**config.mk**
```make
export PLATFORM = sky130hd
export DESIGN_NAME = reg_file_mp
export DESIGN_NICKNAME = d
export VERILOG_FILES = /design/src/rtl/reg_file_mp_pkg.sv /design/src/rtl/reg_file_rd_port.sv /design/src/rtl/reg_file_mp.sv
export SDC_FILE = /design/constraint.sdc
export NUM_CORES = 1
export LEC_CHECK = 0
export ABC_AREA = 1
export ABC_CLOCK_PERIOD_IN_PS = 2500
export CORE_ASPECT_RATIO = 0.5
export CORE_MARGIN = 3
export CORE_UTILIZATION = 40
export CTS_BUF_LIST = sky130_fd_sc_hd__clkbuf_4 sky130_fd_sc_hd__clkbuf_8
export CTS_CLUSTER_SIZE = 14
export DETAILED_ROUTE_END_ITERATION = 10
export SLEW_MARGIN = 20
export SYNTH_ARGS = -nofsm -noshare
export SYNTH_HDL_FRONTEND = slang
export SYNTH_SLANG_ARGS = --single-unit
```
**constraint.sdc**
```tcl
create_clock -name clk -period 2.5 [get_ports clk]
set_input_delay 0.625 -clock clk [delete_from_list [all_inputs] [get_ports clk]]
set_output_delay 0.625 -clock clk [all_outputs]
set_load 0.01 [all_outputs]
```
**src/rtl/reg_file_mp_pkg.sv**
```systemverilog
// Shared types and defaults for the multi-read-port register file.
package reg_file_mp_pkg;

  // Clear engine states: sweeping the array, or serving reads and writes.
  typedef enum logic {
    ST_CLEAR = 1'b0,
    ST_READY = 1'b1
  } state_e;

  localparam int DATA_W_DEF = 8;
  localparam int ADDR_W_DEF = 4;
  localparam int NUM_RD_DEF = 2;

  // Number of entries addressable with addr_w bits.
  function automatic int calc_depth(input int addr_w);
    return 1 << addr_w;
  endfunction

endpackage

```
**src/rtl/reg_file_rd_port.sv**
```systemverilog
// One combinational read port: entry select, hardwired-zero entry,
// write-through bypass and the ready gate, in that priority order.
module reg_file_rd_port
  import reg_file_mp_pkg::*;
#(
  parameter int DATA_W   = DATA_W_DEF,
  parameter int ADDR_W   = ADDR_W_DEF,
  parameter bit ZERO_REG = 1'b0,
  parameter bit BYPASS   = 1'b1,
  parameter int DEPTH    = calc_depth(ADDR_W)
) (
  input  logic                         i_ready,
  input  logic [ADDR_W-1:0]            i_rd_addr,
  input  logic                         i_wr_accept,
  input  logic [ADDR_W-1:0]            i_wr_addr,
  input  logic [DATA_W-1:0]            i_wr_data,
  input  logic [DEPTH-1:0][DATA_W-1:0] i_mem,
  output logic [DATA_W-1:0]            o_rd_data
);

  logic w_is_zero_reg;
  logic w_bypass_hit;

  assign w_is_zero_reg = ZERO_REG && (i_rd_addr == '0);
  assign w_bypass_hit  = BYPASS && i_wr_accept && (i_rd_addr == i_wr_addr);

  // Resolve the read value; an unready file never exposes stale contents.
  always_comb begin
    // NOTE: assign a default first so every path drives the output and no latch is inferred.
    o_rd_data = '0;
    if (!i_ready) begin
      o_rd_data = '0;
    end else if (w_is_zero_reg) begin
      o_rd_data = '0;
    end else if (w_bypass_hit) begin
      o_rd_data = i_wr_data;
    end else begin
      o_rd_data = i_mem[i_rd_addr];
    end
  end

endmodule

```
**src/rtl/reg_file_mp.sv**
```systemverilog
// Parametrised register file with NUM_RD combinational read ports, one
// write port, optional hardwired-zero entry 0, optional write-through
// bypass, and a clear engine that zeroes every entry after reset or on
// request before the file reports ready.
module reg_file_mp
  import reg_file_mp_pkg::*;
#(
  parameter int DATA_W   = DATA_W_DEF,
  parameter int ADDR_W   = ADDR_W_DEF,
  parameter int NUM_RD   = NUM_RD_DEF,
  parameter bit ZERO_REG = 1'b0,
  parameter bit BYPASS   = 1'b1
) (
  input  logic                     clk,
  input  logic                     reset,
  input  logic [NUM_RD*ADDR_W-1:0] rd_addr,
  output logic [NUM_RD*DATA_W-1:0] rd_data,
  input  logic                     wr_en,
  input  logic [ADDR_W-1:0]        wr_addr,
  input  logic [DATA_W-1:0]        wr_data,
  input  logic                     clear_req,
  output logic                     ready,
  output logic                     wr_drop
);

  localparam int                DEPTH    = calc_depth(ADDR_W);
  localparam logic [ADDR_W-1:0] LAST_IDX = ADDR_W'(DEPTH - 1);

  logic [DEPTH-1:0][DATA_W-1:0] r_mem;
  state_e                       r_state;
  logic [ADDR_W-1:0]            r_clr_cnt;
  logic                         r_wr_drop;

  logic w_ready;
  logic w_wr_accept;
  logic w_wr_store;

  assign w_ready     = (r_state == ST_READY);
  assign w_wr_accept = w_ready && wr_en;
  // Writes to a hardwired-zero entry are accepted but silently discarded.
  assign w_wr_store  = w_wr_accept && !(ZERO_REG && (wr_addr == '0));

  // Clear FSM and rejected-write flag; reset restarts the sweep from entry 0.
  always_ff @(posedge clk) begin
    // NOTE: sequential state uses non-blocking assignments so every register samples pre-edge values.
    if (reset) begin
      r_state   <= ST_CLEAR;
      r_clr_cnt <= '0;
      r_wr_drop <= 1'b0;
    end else begin
      r_wr_drop <= wr_en && !w_ready;
      case (r_state)
        ST_CLEAR: begin
          r_clr_cnt <= r_clr_cnt + 1'b1;
          if (r_clr_cnt == LAST_IDX) begin
            r_state <= ST_READY;
          end
        end
        ST_READY: begin
          if (clear_req) begin
            r_state   <= ST_CLEAR;
            r_clr_cnt <= '0;
          end
        end
        default: begin
          r_state   <= ST_CLEAR;
          r_clr_cnt <= '0;
        end
      endcase
    end
  end

  // Storage: the sweep zeroes one entry per edge, otherwise accepted writes land.
  always_ff @(posedge clk) begin
    // NOTE: the array has no reset branch; the clear engine zeroes it, keeping it a plain RAM.
    if (!reset) begin
      if (r_state == ST_CLEAR) begin
        r_mem[r_clr_cnt] <= '0;
      end else if (w_wr_store) begin
        r_mem[wr_addr] <= wr_data;
      end
    end
  end

  generate
    for (genvar g = 0; g < NUM_RD; g++) begin : g_rd
      reg_file_rd_port #(
        .DATA_W  (DATA_W),
        .ADDR_W  (ADDR_W),
        .ZERO_REG(ZERO_REG),
        .BYPASS  (BYPASS),
        .DEPTH   (DEPTH)
      ) u_rd_port (
        .i_ready    (w_ready),
        .i_rd_addr  (rd_addr[g*ADDR_W +: ADDR_W]),
        .i_wr_accept(w_wr_accept),
        .i_wr_addr  (wr_addr),
        .i_wr_data  (wr_data),
        .i_mem      (r_mem),
        .o_rd_data  (rd_data[g*DATA_W +: DATA_W])
      );
    end
  endgenerate

  assign ready   = w_ready;
  assign wr_drop = r_wr_drop;

endmodule

```
# Word level (Yosys, flattened, before mapping)
# Index checks and enable logic that the tools add are counted.
[totals]
register_bits = 134
input_bits = 24
out_inout_bits = 18
elab_cells = 63
[op_classes]
add_sub_neg = 1
n_lt_le_gt_ge = 6
eq_ne = 5
n_mux = 20
bitwise = 4
n_reduce_logical = 8
[ops]
columns = ["op", "count"]
rows = [
  ["$mux 128", 2],
  ["$and 128x128->128", 1],
  ["$bwmux 128", 1],
  ["$not 128->128", 1],
  ["$bmux 8 s4", 2],
  ["$demux 8 s4", 2],
  ["$mux 8", 8],
  ["$lt 4x5->1 const B", 4],
  ["$eq 4x4->1", 2],
  ["$ge 4x1->1 const B", 2],
  ["$pmux 4 s2", 1],
  ["$logic_and 1x1->1", 6],
  ["$add 4x1->4 const B", 1],
  ["$eq 4x4->1 const B", 1],
  ["$mux 4", 1],
  ["$mux 1", 2],
  ["$ne 2x1->1 const B", 1],
  ["$ne 2x2->1 const B", 1],
  ["$not 1->1", 2],
  ["$pmux 1 s2", 1],
  ["$reduce_and 2->1", 1],
  ["$logic_not 1->1", 1],
]

# Depth between registers and ports, before layout
# Gate-level depths: netlist of run 1.
[depth]
ltp_word = 7
depth_mapped = 11

# Cells and area by module
# Synthesis of run 1 repeated with hierarchy kept, for this count alone.
[hier_totals]
hier_cells = 1409
area_unflattened_um2 = 9628.0
[by_module_without_submodules]
columns = ["module", "n_inst", "cells_per_inst", "area_per_inst_um2", "seq_area_each_um2"]
rows = [
  ["reg_file_mp", 1, 573, 6104.6, 3963.8],
  ["reg_file_rd_port", 2, 418, 1761.7, 0.0],
]

# Worst setup path before layout of run 1
# Ideal clock, no wire load.
[synth_path]
path_type = "input to output"
from = "input wr_addr[2]"
to = "output rd_data[5]"
arrival_time_ns = 1.538
required_ns = 1.875
path_slack_ns = 0.337
path_stages = 8
n_path_buf = 2
path_cell_list = "buf_2 xnor2_1 nand4_4 buf_6 nor2_2 nor2_1 nand2_1 inv_1"
[synth_via]
elab_chain_len = 4
[synth_rtl]
columns = ["item", "line", "text"]
rows = [
  ["start, declared", "reg_file_mp.sv:19", "input logic [ADDR_W-1:0] wr_addr,"],
  ["$eq 4x4->1", "reg_file_rd_port.sv:25", "assign w_bypass_hit = BYPASS && i_wr_accept && (i_rd_addr == i_wr_addr);"],
  ["$logic_and 1x1->1", "reg_file_rd_port.sv:25", ""],
  ["$mux 8", "reg_file_rd_port.sv:35", "end else if (w_bypass_hit) begin"],
  ["$mux 8", "reg_file_rd_port.sv:31", "if (!i_ready) begin"],
  ["end, declared", "reg_file_mp.sv:17", "output logic [NUM_RD*DATA_W-1:0] rd_data,"],
]
# Every way passes these cells.

# Final worst setup path of run 1
[layout_path]
from = "input rd_addr[6]"
to = "output rd_data[13]"
[layout_via]
elab_chain_len = 4
word_cells_on_any_way = 6
classes_between = "1 x eq/ne; 4 x mux; 1 x reduce/logical"
[layout_rtl]
columns = ["item", "line", "text"]
rows = [
  ["start, declared", "reg_file_mp.sv:16", "input logic [NUM_RD*ADDR_W-1:0] rd_addr,"],
  ["$bmux 8 s4 / $eq 4x4->1 (equally long branches)", "reg_file_rd_port.sv:38, reg_file_rd_port.sv:25", ""],
  ["$mux 8 (implied by the code) / $logic_and 1x1->1 (equally long branches)", "reg_file_rd_port.sv:38, reg_file_rd_port.sv:25", ""],
  ["$mux 8 *", "reg_file_rd_port.sv:35", ""],
  ["$mux 8 *", "reg_file_rd_port.sv:31", ""],
]
# Mark *: on every way between the ends. The rest lies on a longest branch, timed or not. The select of a mux whose other input is x is not followed.

==> key figures, run 1 <==
Detailed routing
  – Post-DRT Antenna Nets: 0
  – Detail-routed via count per cell: 6.01
  – WL/cell: 22.5 um
  – Detailed Route WL: around 36 mm
  – Initial drt markers: 1,310
  – DR DRC count: 0
  – Drt first pass iters: 7
  – Detailed-route via count: 9,593

Power
  – Peak supply drop: 0.286 mV
  – LEAKAGE: 5.03 nW
  – Cell Pwr Density: 523 mW/mm^2

Synth
  – Synth top area share: 42.2%
  – Synthesized area: 0.00910 mm^2
  – Most numerous cell in the Yosys netlist: nand2_1
  – Flop and latch count out of synthesis: 134
  – Post-synthesis net count: between 1,000 and 1,500
  – Cell count after synthesis: 1,171
  – Biggest area consumer among synthesized cells: edfxtp_1
  – Synth Flop Type: edfxtp_1
  – Most area-consuming cells after synthesis: edfxtp_1 (42%), nand3_1 (13%), nand2_1 (13%)
  – Avg Inst Size Synth: slightly below 8 um^2
  – Post-synth EDFFs: 128
  – Synth unique cells: 32
  – Async set or reset register ratio after synthesis: 0%
  – YS warnings: 0
  – Sequential share of the synthesized area: a little over two fifths
  – Most frequent cells after synthesis: nand2_1 (310), nand3_1 (243), inv_1 (170)

Setup path
  – Worst R2R Path Depth: 4
  – Crit start category: input pin
  – End point of the critical path: rd_data[13]
  – Setup slack, reg-to-reg: 340 ps
  – Worst r2r src: ready
  – Slowest CP cell: clkdlybuf4s15_2
  – CP Cell Sequence: clkdlybuf4s15_2, xor2_2, nor2_1, nand2_2, buf_6, nand3_1, nand2_1, inv_1, clkdlybuf4s15_2
  – Kind of critical path: input pin to output port
  – Maximum fanout along the worst path: 6
  – Critical path origin: rd_addr[6]
  – CP endpoint kind: output port
  – WP data required: between 1500 and 2000 ps
  – CP peak stage delay: 250 ps
  – Worst Path Arrival: around 1900 ps
  – Top cell by count, worst path: clkdlybuf4s15_2
  – R2R Path End: r_mem[111]

Floorplanning
  – Core area: 0.0220 mm^2
  – Rows: 38
  – Die X: 219 um
  – Starting density of the core: 41.4%
  – Top-Level Pins: 42
  – Die Area: 0.0247 mm^2
  – Die Ht: 113 um

Job
  – Max Cap Viol: 0

Final layout
  – Final Util: 52.0%
  – Nets: 1,311
  – Fraction of layout cells with a size suffix above 1: between 20% and 30%
  – Area delta synth->final: 25.8%
  – Ant diodes: 0

Global routing
  – Number of global-route vias before repair: 8,987
  – Overall routing resource usage: between 20% and 30%
  – Global-route wire length before repair: between 50 and 60 mm
  – Pin count of the biggest net entering global routing: 83
  – Initial antenna violation count: 1
  – Global route total overflow: 0

Timing
  – Fmax: between 300 and 400 MHz
  – WHS: 551 ps
  – Skew final: 10.5 ps
  – Final setup violating endpoints: 8
  – Setup ws final: -47.0 ps
  – Worst Tran Pin Value: 857 ps
  – Fin. Hold Viols: 0
  – RSZ-0062 raised after global routing: true
  – Max_slew headroom: 42.9%
  – Sum of negative setup slack: -128 ps
  – Max-slew violation count: 0
  – Tcrit/Tclk final: 102%
  – Min cycle time layout: 2550 ps

Status
  – Status: complete, but fails checks
  – Failing checks: negative setup slack

Clocking
  – H-tree levels: 4
  – Num CTS Buffers: 17
  – Clk_lat worst skew: roughly 510 ps
  – CTS root buffer: clkbuf_8
  – Cts hold-fix bufs: 0
  – Sinks on Clock Net: 134
  – Clock transition at path regs: 80 ps
  – CTS tree: yes
  – Clock Tree Buf Depth: 2

Placement
  – Post-DP HPWL: between 20 and 25 mm
  – IO Port Bufs: 41
  – Gpl congestion: 0.965

Worst hold path
  – Hold Crit Class: input pin to flip-flop
  – Hold path depth: 4
registers in the layout, indices dropped and copies added, names as in the netlist:
signal / count
r_clr_cnt: 4
wr_drop: 1
r_mem: 128
ready: 1
cells in the final DEF, fill, tap and decap left out, drive strengths merged, types with 2 or more instances in the layout:
cell type / count
nand2: 322
nand3: 243
buf: 157
clkbuf: 19
edfxtp: 128
a21oi: 17
ha: 4
clkinvlp: 5
clkinv: 6
nor2: 45
inv: 177
o21ai: 2
xor2: 2
dfxtp: 6
bufinv: 4
clkdlybuf4s50: 12
clkdlybuf4s15: 3
o21bai: 8
nand4: 2
o32ai: 128
cells by family after synthesis:
family | count (synthesis) | synth area share, %
AO/OA/AOI/OAI | 159 | 14.5
XOR/XNOR | 3 | 0.289
adder cells (fa/ha/maj) | 4 | 0.550
buffers and inverters | 259 | 11.9
flip-flops | 134 | 43.5
AND/OR/NAND/NOR | 612 | 29.2
routing by layer:
metal,routed length (um),GRT usage [%],vias up
li1,-,-,4310
met1,14800,41.6,4552
met2,15800,44.2,620
met3,4150,6.71,111
met4,1220,10.1,0
met5,0,0,-
final cells by class:
| type | instances | area [um^2] |
|---|---|---|
| repair buffers | 174 | 1670 |
| inverters | 177 | 701 |
| multi-input cells | 779 | 4300 |
| clock inverters | 15 | 204 |
| flip-flops and latches | 134 | 3970 |
| fillers | 2061 | 10600 |
| clock buffers | 17 | 234 |
| well taps | 300 | 375 |
worst min-delay path by stage:
stage | start | endpoint | slack [ps]
5_1_grt | wr_en | wr_drop | 550
3_5_place_dp | r_clr_cnt[2] | r_clr_cnt[2] | 540
4_1_cts | r_clr_cnt[2] | r_clr_cnt[2] | 550
2_1_floorplan | r_clr_cnt[2] | r_clr_cnt[2] | 500
6_report | wr_en | wr_drop | 550
3_3_place_gp | r_clr_cnt[2] | r_clr_cnt[2] | 530
per-stage QoR:
| stage | total power, mW | cell area (um^2) | instances | setup WS (ps) |
|---|---|---|---|---|
| CTS | 5.94 | 11300 | 1592 | -14.1 |
| detailed placement | 3.82 | 10500 | 1545 | -784 |
| global route | 6.21 | 11500 | 1596 | -101 |
| global placement | 3.80 | 10500 | 1545 | -774 |
| floorplan | 3.38 | 9100 | 1171 | 337 |
| finish | 5.99 | 11500 | 1596 | -47.0 |
power by group:
group / switching [mW] / total [mW] / internal [mW]
Sequential: 0.0401 / 2.67 / 2.63
Combinational: 0.772 / 1.23 / 0.457
Clock: 1.00 / 2.09 / 1.09
worst max-delay path: cells and delay by family:
family | cells | cell delay [ps]
xor gates and xnor gates | 1 | 180
and+or+nand+nor | 4 | 430
buffers and inverters | 4 | 680
repair_timing:
| action | 4_1_cts | 5_1_grt |
|---|---|---|
| pin swaps | 14 | 12 |
| gates cloned | 3 | 0 |
| buffers inserted | 12 | 4 |
| resized for setup | 168 | 42 |
| setup endpoints to repair | 17 | 16 |
Note: power is estimated with default switching activity, not from simulation.
==> inputs of run 2 (changes only) <==
--- a/config.mk
+++ b/config.mk
@@ -13,7 +13,7 @@
 export CTS_BUF_LIST = sky130_fd_sc_hd__clkbuf_4 sky130_fd_sc_hd__clkbuf_8
 export CTS_CLUSTER_SIZE = 14
 export DETAILED_ROUTE_END_ITERATION = 10
-export SLEW_MARGIN = 20
+export SLEW_MARGIN = 10
 export SYNTH_ARGS = -nofsm -noshare
 export SYNTH_HDL_FRONTEND = slang
 export SYNTH_SLANG_ARGS = --single-unit
==> results of run 2 <==
No change in the layout: final DEF, timing and power equal those of run 1.
==> variant, RTL diff (config.mk and constraints of run 2) <==
The package constant `ADDR_W_DEF` goes from 4 to 3.
--- a/src/rtl/reg_file_mp_pkg.sv
+++ b/src/rtl/reg_file_mp_pkg.sv
@@ -9,5 +9,5 @@
 
   localparam int DATA_W_DEF = 8;
-  localparam int ADDR_W_DEF = 4;
+  localparam int ADDR_W_DEF = 3;
   localparam int NUM_RD_DEF = 2;
 
Interface: changed (resized rd_addr and wr_addr); port bits go from 42 to 39. No check against the original RTL was run, so the function may have changed too.
==> variant against run 2 <==
  * Routed wire length fell by 53%
  * Sequential cell count fell by 65
  * Total power fell by 48%
  * Worst setup slack improved by 93 ps
  * Combinational power fell by 50%
  * Critical path type unchanged
  * Area after synthesis fell by 48%
  * Largest power group unchanged
  * Final cell count fell by 44%
  * Design area fell by 49%
==> variant: results <==
set metrics [dict create \
    fillers 1107 \
    skew_ps 9.062 \
    pin_count_of_the_biggest_net_entering_global_routing 70 \
    clk_share 0.03666 \
    groute.usage.overall 0.2562 \
    synth_top_cells_by_count "nand2_1, nand3_1, edfxtp_1" \
    holdPathEnd "r_mem[45]" \
    worst_ep_arrival_time_ps 1830 \
    inverters 23 \
    grt_pass1_wl_mm 26.54 \
    worst_slack_at_placement_ps -695.6 \
    synth-edff-count 64 \
    power_of_the_sequential_group_uw 1480 \
    combinationalPowerShare 0.198 \
    tightest_slew_ps 885.0 \
    synth_sequential_area_ratio 0.4266 \
    grt_use_met3 0.05580 \
    dr_total_vias 5015 \
    power-per-cell-area_nw_per_um2 532.9 \
    reg2reg_depth 5 \
    multi_input_area_um2 2470 \
    post-dp-hpwl_mm 12.20 \
    grt_pass1_vias 4732 \
    nonclk_buf_share 0.1441 \
    outcome "finished, final reports clean" \
    r2r-end "r_mem[6]" \
]
## variant: how the worst max path moves through the flow
| stage | from | end | slack, ps | depth (start not counted) |
|---|---|---|---|---|
| after CTS | rd_addr[4] | rd_data[14] | 10 | 10 |
| after global placement | rd_addr[4] | rd_data[12] | -690 | 10 |
| after floorplan | wr_addr[2] | rd_data[5] | 460 | 9 |
| after detailed placement | rd_addr[3] | rd_data[13] | -700 | 10 |
| final | rd_addr[3] | rd_data[13] | 50 | 11 |
| after global routing | rd_addr[2] | rd_data[6] | -6 | 10 |
## variant: cell families after synthesis
logic type	count (synthesis)	share of synthesized area
compound gates	76	0.08078
fa+ha+maj	2	0.005279
buf+inv	60	0.06494
flops	69	0.4266
simple gates	445	0.4224
## variant: critical path: cells and delay by family
family | cells | cell delay (ps)
simple gates | 6 | 460
buf+inv | 5 | 740
## variant: repair_timing
action,in CTS,in global routing
pin swaps,3,4
resized for setup,97,13
buffers inserted,3,2
cloned,3,0
setup endpoints to repair,16,16
